## src/rtl/uop_pkg.sv

```systemverilog
// Shared opcode map, field layout and the pure micro-op decode function
// used by the decode stage.
package uop_pkg;

    localparam int UOP_W = 32;

    localparam logic [5:0] OP_ALU_R  = 6'h01;
    localparam logic [5:0] OP_ALU_I  = 6'h02;
    localparam logic [5:0] OP_LOAD   = 6'h03;
    localparam logic [5:0] OP_STORE  = 6'h04;
    localparam logic [5:0] OP_LUI    = 6'h05;
    localparam logic [5:0] OP_BRANCH = 6'h06;
    localparam logic [5:0] OP_HALT   = 6'h3F;

    localparam int OPC_MSB = 31;
    localparam int OPC_LSB = 26;
    localparam int RD_MSB  = 25;
    localparam int RD_LSB  = 21;
    localparam int RS1_MSB = 20;
    localparam int RS1_LSB = 16;
    localparam int RS2_MSB = 15;
    localparam int RS2_LSB = 11;
    localparam int IMM_MSB = 15;
    localparam int IMM_LSB = 0;

    typedef struct packed {
        logic [5:0]  opcode;
        logic [4:0]  rd;
        logic [4:0]  rs1;
        logic [4:0]  rs2;
        logic [31:0] imm;
        logic        illegal;
    } decoded_uop_t;

    function automatic decoded_uop_t decode_uop(input logic [UOP_W-1:0] word);
        decoded_uop_t u;
        logic [31:0]  simm;
        simm      = {{16{word[IMM_MSB]}}, word[IMM_MSB:IMM_LSB]};
        u.opcode  = word[OPC_MSB:OPC_LSB];
        u.rd      = word[RD_MSB:RD_LSB];
        u.rs1     = word[RS1_MSB:RS1_LSB];
        u.rs2     = '0;
        u.imm     = '0;
        u.illegal = 1'b0;
        case (u.opcode)
            OP_ALU_R: u.rs2 = word[RS2_MSB:RS2_LSB];
            OP_ALU_I, OP_LOAD: u.imm = simm;
            OP_STORE: begin
                u.rs2 = word[RS2_MSB:RS2_LSB];
                u.imm = simm;
            end
            OP_LUI:    u.imm = {word[IMM_MSB:IMM_LSB], 16'h0000};
            OP_BRANCH: u.imm = {simm[29:0], 2'b00};
            OP_HALT:   u.imm = '0;
            // Unknown opcodes still flow downstream, decoded like a register op.
            default: begin
                u.rs2     = word[RS2_MSB:RS2_LSB];
                u.illegal = 1'b1;
            end
        endcase
        return u;
    endfunction

endpackage

```

## src/rtl/uop_decode_queue.sv

```systemverilog
// Circular micro-op buffer: up to two pushes and one pop per cycle,
// power-of-two depth so the pointers wrap naturally.
module uop_queue
    import uop_pkg::*;
#(
    parameter int WIDTH = UOP_W,
    parameter int DEPTH = 4
) (
    input  logic                     clk,
    input  logic                     reset,
    input  logic                     clear_i,
    input  logic                     push1_i,
    input  logic [WIDTH-1:0]         data1_i,
    input  logic                     push2_i,
    input  logic [WIDTH-1:0]         data2_i,
    input  logic                     pop_i,
    output logic [WIDTH-1:0]         head_o,
    output logic [$clog2(DEPTH):0]   count_o
);

    localparam int PW = $clog2(DEPTH);
    localparam int CW = PW + 1;

    logic [WIDTH-1:0] mem_q [DEPTH];
    logic [PW-1:0]    wrPtr_q, wrPtr_d;
    logic [PW-1:0]    rdPtr_q, rdPtr_d;
    logic [CW-1:0]    count_q, count_d;
    logic [PW-1:0]    wrPtrNext;
    logic [WIDTH-1:0] firstData;
    logic             firstWe;
    logic             secondWe;
    logic [1:0]       numPush;

    // A lone younger word takes the first free slot so the queue stays dense.
    always_comb begin
        firstWe   = push1_i || push2_i;
        secondWe  = push1_i && push2_i;
        firstData = push1_i ? data1_i : data2_i;
        wrPtrNext = wrPtr_q + PW'(1);
        numPush   = {1'b0, push1_i} + {1'b0, push2_i};
        wrPtr_d   = wrPtr_q + PW'(numPush);
        rdPtr_d   = rdPtr_q + PW'(pop_i);
        count_d   = count_q + CW'(numPush) - CW'(pop_i);
        if (clear_i) begin
            wrPtr_d = '0;
            rdPtr_d = '0;
            count_d = '0;
        end
    end

    always_ff @(posedge clk) begin
        if (firstWe) begin
            mem_q[wrPtr_q] <= firstData;
        end
        if (secondWe) begin
            mem_q[wrPtrNext] <= data2_i;
        end
    end

    always_ff @(posedge clk or negedge reset) begin
        if (!reset) begin
            wrPtr_q <= '0;
            rdPtr_q <= '0;
            count_q <= '0;
        end else begin
            wrPtr_q <= wrPtr_d;
            rdPtr_q <= rdPtr_d;
            count_q <= count_d;
        end
    end

    assign head_o  = mem_q[rdPtr_q];
    assign count_o = count_q;

endmodule

```

## src/rtl/uop_decode.sv

```systemverilog
// Decode stage: buffers fetched micro-op pairs, drops NOPs and emits one
// decoded op per cycle to issue under a valid/stall handshake.
module uop_decode
    import uop_pkg::*;
#(
    parameter int UOP_WIDTH   = 32,
    parameter int QUEUE_DEPTH = 4
) (
    input  logic                 clk,
    input  logic                 reset,
    input  logic                 clear,
    input  logic                 prev_valid,
    input  logic [UOP_WIDTH-1:0] instruction_1,
    input  logic [UOP_WIDTH-1:0] instruction_2,
    output logic                 stalled,
    input  logic                 next_stalled,
    output logic                 valid,
    output logic [5:0]           opcode,
    output logic [4:0]           rd,
    output logic [4:0]           rs1,
    output logic [4:0]           rs2,
    output logic [31:0]          imm,
    output logic                 illegal
);

    localparam int CW = $clog2(QUEUE_DEPTH) + 1;

    logic [CW-1:0]        count;
    logic [UOP_WIDTH-1:0] head;
    logic                 accept;
    logic                 push1;
    logic                 push2;
    logic                 pop;
    decoded_uop_t         outUop_q, outUop_d;
    logic                 outValid_q, outValid_d;

    // Registered count only, so fetch never sees a path from next_stalled.
    assign stalled = (CW'(QUEUE_DEPTH) - count) < CW'(2);

    uop_queue #(
        .WIDTH (UOP_WIDTH),
        .DEPTH (QUEUE_DEPTH)
    ) u_queue (
        .clk     (clk),
        .reset   (reset),
        .clear_i (clear),
        .push1_i (push1),
        .data1_i (instruction_1),
        .push2_i (push2),
        .data2_i (instruction_2),
        .pop_i   (pop),
        .head_o  (head),
        .count_o (count)
    );

    always_comb begin
        accept     = prev_valid && !stalled && !clear;
        push1      = accept && (instruction_1 != '0);
        push2      = accept && (instruction_2 != '0);
        pop        = (count != '0) && (!outValid_q || !next_stalled) && !clear;
        outUop_d   = outUop_q;
        outValid_d = outValid_q;
        if (clear) begin
            outValid_d = 1'b0;
        end else if (pop) begin
            outUop_d   = decode_uop(head);
            outValid_d = 1'b1;
        end else if (!next_stalled) begin
            outValid_d = 1'b0;
        end
    end

    always_ff @(posedge clk or negedge reset) begin
        if (!reset) begin
            outUop_q   <= '0;
            outValid_q <= 1'b0;
        end else begin
            outUop_q   <= outUop_d;
            outValid_q <= outValid_d;
        end
    end

    assign valid   = outValid_q;
    assign opcode  = outUop_q.opcode;
    assign rd      = outUop_q.rd;
    assign rs1     = outUop_q.rs1;
    assign rs2     = outUop_q.rs2;
    assign imm     = outUop_q.imm;
    assign illegal = outUop_q.illegal;

endmodule

```

## config.mk

```make
export PLATFORM = sky130hd
export DESIGN_NAME = uop_decode
export DESIGN_NICKNAME = d
export VERILOG_FILES = /design/src/rtl/uop_pkg.sv /design/src/rtl/uop_decode_queue.sv /design/src/rtl/uop_decode.sv
export SDC_FILE = /design/constraint.sdc
export NUM_CORES = 1
export LEC_CHECK = 0
export ABC_AREA = 1
export BUFFER_PORTS_ARGS = -buffer_cell sky130_fd_sc_hd__buf_4
export CORE_MARGIN = 2
export CORE_UTILIZATION = 64
export CTS_CLUSTER_SIZE = 14
export DETAILED_ROUTE_END_ITERATION = 7
export GPL_TIMING_DRIVEN = 0
export PLACE_DENSITY = 0.87
export SLEW_MARGIN = 30
export SYNTH_ARGS = -nofsm -noshare
export SYNTH_HDL_FRONTEND = slang
export SYNTH_SLANG_ARGS = --single-unit
```

## constraint.sdc

```tcl
create_clock -name clk -period 12.4 [get_ports clk]
set_input_delay 2.48 -clock clk [delete_from_list [all_inputs] [get_ports clk]]
set_output_delay 2.48 -clock clk [all_outputs]
set_load 0.02 [all_outputs]
```

==> impl_metrics.tcl, run 1 <==
set metrics [dict create \
    final_cell_mix "nand2_1, nand3_1, edfxtp_1" \
    area_delta_synth_final_pct 19.2 \
    clkPwrFrac 0.214 \
    ff2ff_path_depth 17 \
    timing.final.hold_violations 0 \
    final_nets 1574 \
    critPathLaunchType "input port" \
    routed_wirelength_um 31500 \
    yosys_warnings 0 \
    vias 10400 \
    worst_ep_required_time_ns 12.54 \
    drt_first_pass_iters 8 \
    clk_pin_slew_ns 0.07 \
    leakage_nw 6.07 \
    utilization 0.782 \
    pwr-share-seq 0.369 \
    cts_tree "yes" \
    dieWidth_um 132 \
    fin_crit_sh 0.512 \
    wl_per_cell_um 18.3 \
    vias_per_cell 6.02 \
    swShare 0.401 \
    syn_nets 1420 \
    hold_depth 2 \
    die_h_um 132 \
    crit_fanout 10 \
    ant_nets 0 \
    rows 46 \
    critPathKind "input port to flop" \
    hold_buffers 0 \
    violations "design-rule violations" \
    rsz0062_at_grt "no" \
    synth.avg_cell_area_sq_um 7.77 \
    post_cts_buffers 0 \
    status "finished, violations left" \
    clk_path_buf_depth 2 \
    io_pins 125 \
    clkSinkCount 190 \
    start_util 0.656 \
    slew_headroom 0.429 \
    cpPeakStageDelay_ns 0.58 \
    peakVddDrop_mv 0.135 \
    fin_skew_ns 0.00927 \
    grt_pass1_wl_um 50200 \
    clk_latency_ns 0.43 \
    drt_iter0_drc 1871 \
    drc 2 \
    antenna_found_initial 0 \
    htreeDepth 4 \
    dieArea_sq_um 17300 \
    drive_above_1_share 0.139 \
    grt_usage 0.369 \
    syn_inst 1341 \
    hold_path_class "flop to flop" \
    pwr-share-comb 0.417 \
    synth_seq_cells 190 \
    period_needed_ns 6.35 \
    async_flop_share 0.326 \
    cap_violations 0 \
    place_congestion 0.942 \
    fillers 1077 \
    core_sq_um 15900 \
    synth_flop_cell "edfxtp_1" \
    internal-power_mw 1.55 \
    layout_commonest_cell "nand2_1" \
    hpwlAfterDp_um 21900 \
    post_cts.resized_instances 0 \
    cp_cell_sequence "clkbuf_1, inv_1, nand2_1, nor2_1, nand2_1, buf_2, inv_1, ha_1, nand2_1, nor2_1, inv_1, clkbuf_1, o31ai_4, buf_6, buf_8" \
    synth_edf_count 128 \
    antenna_cells 0 \
    critPathSlowestCell "nor2_1" \
    worstPathArrival_ns 6.50 \
    slew_viol_final 0 \
    pwr_density_cell_nw_per_um2 208 \
    overflow 0 \
    synth.distinct_cells 31 \
    netSwitchingPower_mw 1.04 \
    grt_max_degree 63 \
    yosysSeqAreaShare 0.518 \
    worstMarginPinSlew_ns 0.856 \
    root_buffer "clkbuf_16" \
    setup_viol 0 \
    cts_buffers 17 \
    port_buffers 123 \
    grt_pass1_vias 9910 \
    fmax_ghz 0.157 \
    synth_area_sq_um 10400 \
    cp-end-kind "flop" \
    setup_tns_ns 0 \
]
==> registers in the layout, summed over array words and instances (netlist names) <==
| name | count |
|---|---|
| u_queue.rdPtr_q | 2 |
| u_queue.mem_q | 128 |
| imm | 32 |
| valid | 1 |
| u_queue.wrPtr_q | 2 |
| illegal | 1 |
| opcode | 6 |
| u_queue.count_o | 3 |
| rd | 5 |
| rs2 | 5 |
| rs1 | 5 |
==> area by class of cell <==
class / instances / area (sq um) / share of cell area
Multi-Input combinational cell: 970 / 4330 / 0.348
Clock buffer: 17 / 425 / 0.0342
Buffer: 72 / 344 / 0.0277
Tap cell: 216 / 270 / 0.0218
Sequential cell: 190 / 5400 / 0.434
Timing Repair Buffer: 135 / 1080 / 0.0870
Inverter: 109 / 412 / 0.0331
Clock inverter: 15 / 170 / 0.0137
==> power by group through the flow <==
stage / clock, mW / sequential [mW] / combinational (mW)
after floorplan: 0 / 1.04 / 0.556
after global placement: 0 / 0.967 / 0.968
after detailed placement: 0 / 0.964 / 1.04
after CTS: 0.551 / 0.953 / 1.06
after global routing: 0.574 / 0.969 / 1.17
final: 0.554 / 0.955 / 1.08
==> Yosys cell counts (2+ instances only) <==
library cell	number	area, sq um
a21oi_1	8	40.0
a31oi_1	10	62.6
buf_1	14	52.6
buf_2	11	55.1
buf_4	4	30.0
buf_6	6	67.6
clkbuf_1	37	139
dfrtp_1	62	1550
edfxtp_1	128	3840
ha_1	9	113
inv_1	102	383
inv_2	6	22.5
nand2_1	526	1970
nand2_2	4	25.0
nand2_4	2	22.5
nand3_1	197	986
nand4_1	11	68.8
nor2_1	110	413
nor2_2	2	12.5
nor2_4	2	22.5
nor4_1	8	50.1
o21ai_0	58	290
o22ai_1	11	68.8
o31ai_1	4	30.0
xor2_1	3	26.3
==> worst max-delay path, delay by kind of cell <==
kind	cells	cell delay (ns)
and+or+nand+nor	5	1.68
adders and majority gates	1	0.22
AOI/OAI and AO/OA	1	0.26
buffers and inverters	8	1.83
==> metal layers <==
| layer | global-route usage | share of wire | vias to the layer above |
|---|---|---|---|
| li1 | - | - | 4679 |
| met2 | 0.595 | 0.47 | 916 |
| met5 | 0 | 0 | - |
| met3 | 0.0756 | 0.14 | 150 |
| met4 | 0.173 | 0.041 | 0 |
| met1 | 0.482 | 0.35 | 4635 |
==> final timing paths <==
path	end	slack, ns	from
max	u_queue.mem_q[0][2]	6.05	clear
min	imm[6]	0.48	imm[6]
max reg2reg	u_queue.mem_q[0][2]	7.56	u_queue.count_o[1]
min reg2reg	imm[6]	0.48	imm[6]
max in group asynchronous	imm[29]	9.69	reset
min in group asynchronous	u_queue.wrPtr_q[0]	2.16	reset
==> cell families after synthesis <==
| family | share of synthesized area |
|---|---|
| buffers and inverters | 0.0725 |
| xor gates and xnor gates | 0.00336 |
| AOI/OAI and AO/OA | 0.0484 |
| and+or+nand+nor | 0.345 |
| DFF | 0.518 |
| adders and majority gates | 0.0127 |
==> per-stage QoR <==
step	hold WS (ns)	power [mW]	worst slack [ns]	cells	area (sq um)
after detailed placement	0.467	2.01	6.04	1692	11800
after CTS	0.485	2.56	6.38	1724	12400
after floorplan	0.506	1.60	5.81	1341	10400
after global routing	0.506	2.71	6.03	1724	12400
after global placement	0.464	1.94	3.29	1680	11600
final	0.481	2.59	6.05	1724	12400
Note: power is estimated with default switching activity, not from simulation.
==> run 2: changes to the inputs <==
- CORE_UTILIZATION: 64 -> 59
- PLACE_DENSITY: 0.87 -> 0.81
- clock period: 12.4 -> 6 ns (I/O delays scaled with it)
==> run 2 against run 1 <==
Against the previous run:
- the flow now finishes without violations
- worst hold slack better by 0.0022 ns
- combinational power up 100%
- sequential share of layout area up 0.17 points
- register-to-register slack worse by 6.1 ns
- clock-buffer cell count up 1
- non-clock buffer count unchanged
==> impl_metrics.tcl, run 2 (synthesized netlist as in run 1, its figures left out) <==
set metrics [dict create \
    dp.cells 1701 \
    min-delay-start "imm[4]" \
    setup_viol 0 \
    timing.final.hold_violations 0 \
    routed_wirelength_um 30500 \
    port_buffers 123 \
    worst_ep_required_time_ns 6.21 \
    layout_commonest_cell "nand2_1" \
    clk_path_buf_depth 2 \
    dieWidth_um 137 \
    largest_reg_flops 128 \
    area_delta_synth_final_pct 18.7 \
    ant_nets 0 \
    fin_cells 1733 \
    start_util 0.603 \
    r2r-end "u_queue.mem_q[2][7]" \
    critPathKind "input port to flop" \
    clk_latency_ns 0.45 \
    vias 10100 \
    post_cts.resized_instances 0 \
    hold_path_class "flop to flop" \
    fin_crit_sh 0.784 \
    cp_cell_sequence "buf_4, inv_1, nand4_1, nor2_1, nand4_1, nand2_1, buf_2, inv_1, ha_1, nand2_1, nor2_1, inv_1, clkbuf_1, o31ai_4, buf_6, buf_6, buf_8" \
    fmax_ghz 0.212 \
    period_needed_ns 4.71 \
    final_cell_mix "nand2_1, nand3_1, edfxtp_1" \
    post_cts_buffers 0 \
    hpwlAfterDp_um 21100 \
    grt_pass1_wl_um 47500 \
    cap_violations 0 \
    root_buffer "clkbuf_16" \
    antenna_found_initial 0 \
    ff2ff_path_depth 18 \
    critPathMostFrequentCell "inv_1" \
    hold_buffers 0 \
    reg2reg_setup_slack_ns 1.47 \
    hold_depth 2 \
    clk_pin_slew_ns 0.07 \
    wl_per_cell_um 17.6 \
    drt_first_pass_iters 7 \
    cp-end-kind "flop" \
    htreeDepth 4 \
    cpPeakStageDelay_ns 0.58 \
    critPathSlowestCell "clkbuf_1" \
    cts_tree "yes" \
    regMostFlops "u_queue.mem_q" \
    grt_usage 0.335 \
    antenna_cells 0 \
    utilization 0.715 \
    clkSinkCount 190 \
    final_nets 1574 \
    peakVddDrop_mv 0.278 \
    rows 48 \
    r2r_start "u_queue.count_o[1]" \
    pwr_density_cell_nw_per_um2 423 \
    grt_pass1_vias 9198 \
    crit_fanout 10 \
    worstMarginPinSlew_ns 0.843 \
    register_area_sq_um 5400 \
    multiInputGateArea_sq_um 4330 \
    slew_viol_final 0 \
    cts_buffers 17 \
    status "complete, no violations" \
    leakage_nw 6.04 \
    io_pins 125 \
    setup_tns_ns 0 \
    fillers 1348 \
    core_sq_um 17300 \
    critPathLaunchType "input port" \
    drt_iter0_drc 1275 \
    min_to "imm[4]" \
    dieArea_sq_um 18700 \
    grt_max_degree 63 \
    slew_headroom 0.438 \
    overflow 0 \
    fin_skew_ns 0.00731 \
    worstPathArrival_ns 4.91 \
    die_h_um 137 \
    vias_per_cell 5.80 \
    drc 0 \
    rsz0062_at_grt "no" \
    place_congestion 0.958 \
    drive_above_1_share 0.139 \
]
==> run 2: changes by cell type in the layout (fill, tap and decap cells not counted), sizes merged <==
cell and change:
bufinv -2, clkinv -2, inv +2, clkbuf +1, clkinvlp +1
==> run 2: worst max-delay path by stage <==
stage	endpoint	slack, ns	start	cells after the start
2_1_floorplan	u_queue.mem_q[3][0]	0.69	clear	8
3_3_place_gp	u_queue.mem_q[3][7]	-1.91	clear	8
3_5_place_dp	u_queue.mem_q[2][7]	0.95	clear	16
4_1_cts	u_queue.mem_q[2][7]	1.40	clear	16
5_1_grt	u_queue.mem_q[2][7]	1.10	clear	16
6_report	u_queue.mem_q[2][7]	1.29	instruction_1[31]	17
==> run 2: worst max-delay path: cells and delay by family <==
family | cells | cell delay, ns
AND/OR/NAND/NOR | 6 | 1.24
AO/OA/AOI/OAI | 1 | 0.29
adder cells (fa/ha/maj) | 1 | 0.23
buffers and inverters | 9 | 1.94
==> run 2: report_power, final <==
group	internal, mW	switching (mW)	total (mW)
registers	1.82	0.144	1.96
clock network	0.571	0.507	1.08
logic	0.726	1.46	2.19
==> run 2: cell type report <==
| class | count | area share |
|---|---|---|
| clock buffer | 18 | 0.0347 |
| clock inverter | 14 | 0.00950 |
| timing repair buffer | 135 | 0.0864 |
| inverter | 109 | 0.0333 |
| buffer | 72 | 0.0278 |
| multi-input combinational | 970 | 0.350 |
| tap | 225 | 0.0227 |
| sequential | 190 | 0.436 |
==> run 2: layer usage <==
layer	vias up	GRT usage	wire length [um]
li1	4686	-	-
met1	4572	0.450	11600
met2	684	0.534	14200
met3	110	0.0704	3700
met4	0	0.133	1020
met5	-	0	0
==> run 2: metrics by stage <==
step | hold WS, ns | cell area [sq um] | power [mW] | setup WS, ns
floorplan | 0.506 | 10400 | 3.31 | 0.691
global placement | 0.464 | 11600 | 4.01 | -1.91
detailed placement | 0.467 | 11800 | 4.12 | 0.948
CTS | 0.485 | 12400 | 5.18 | 1.40
global route | 0.498 | 12400 | 5.51 | 1.10
finish | 0.483 | 12400 | 5.23 | 1.29
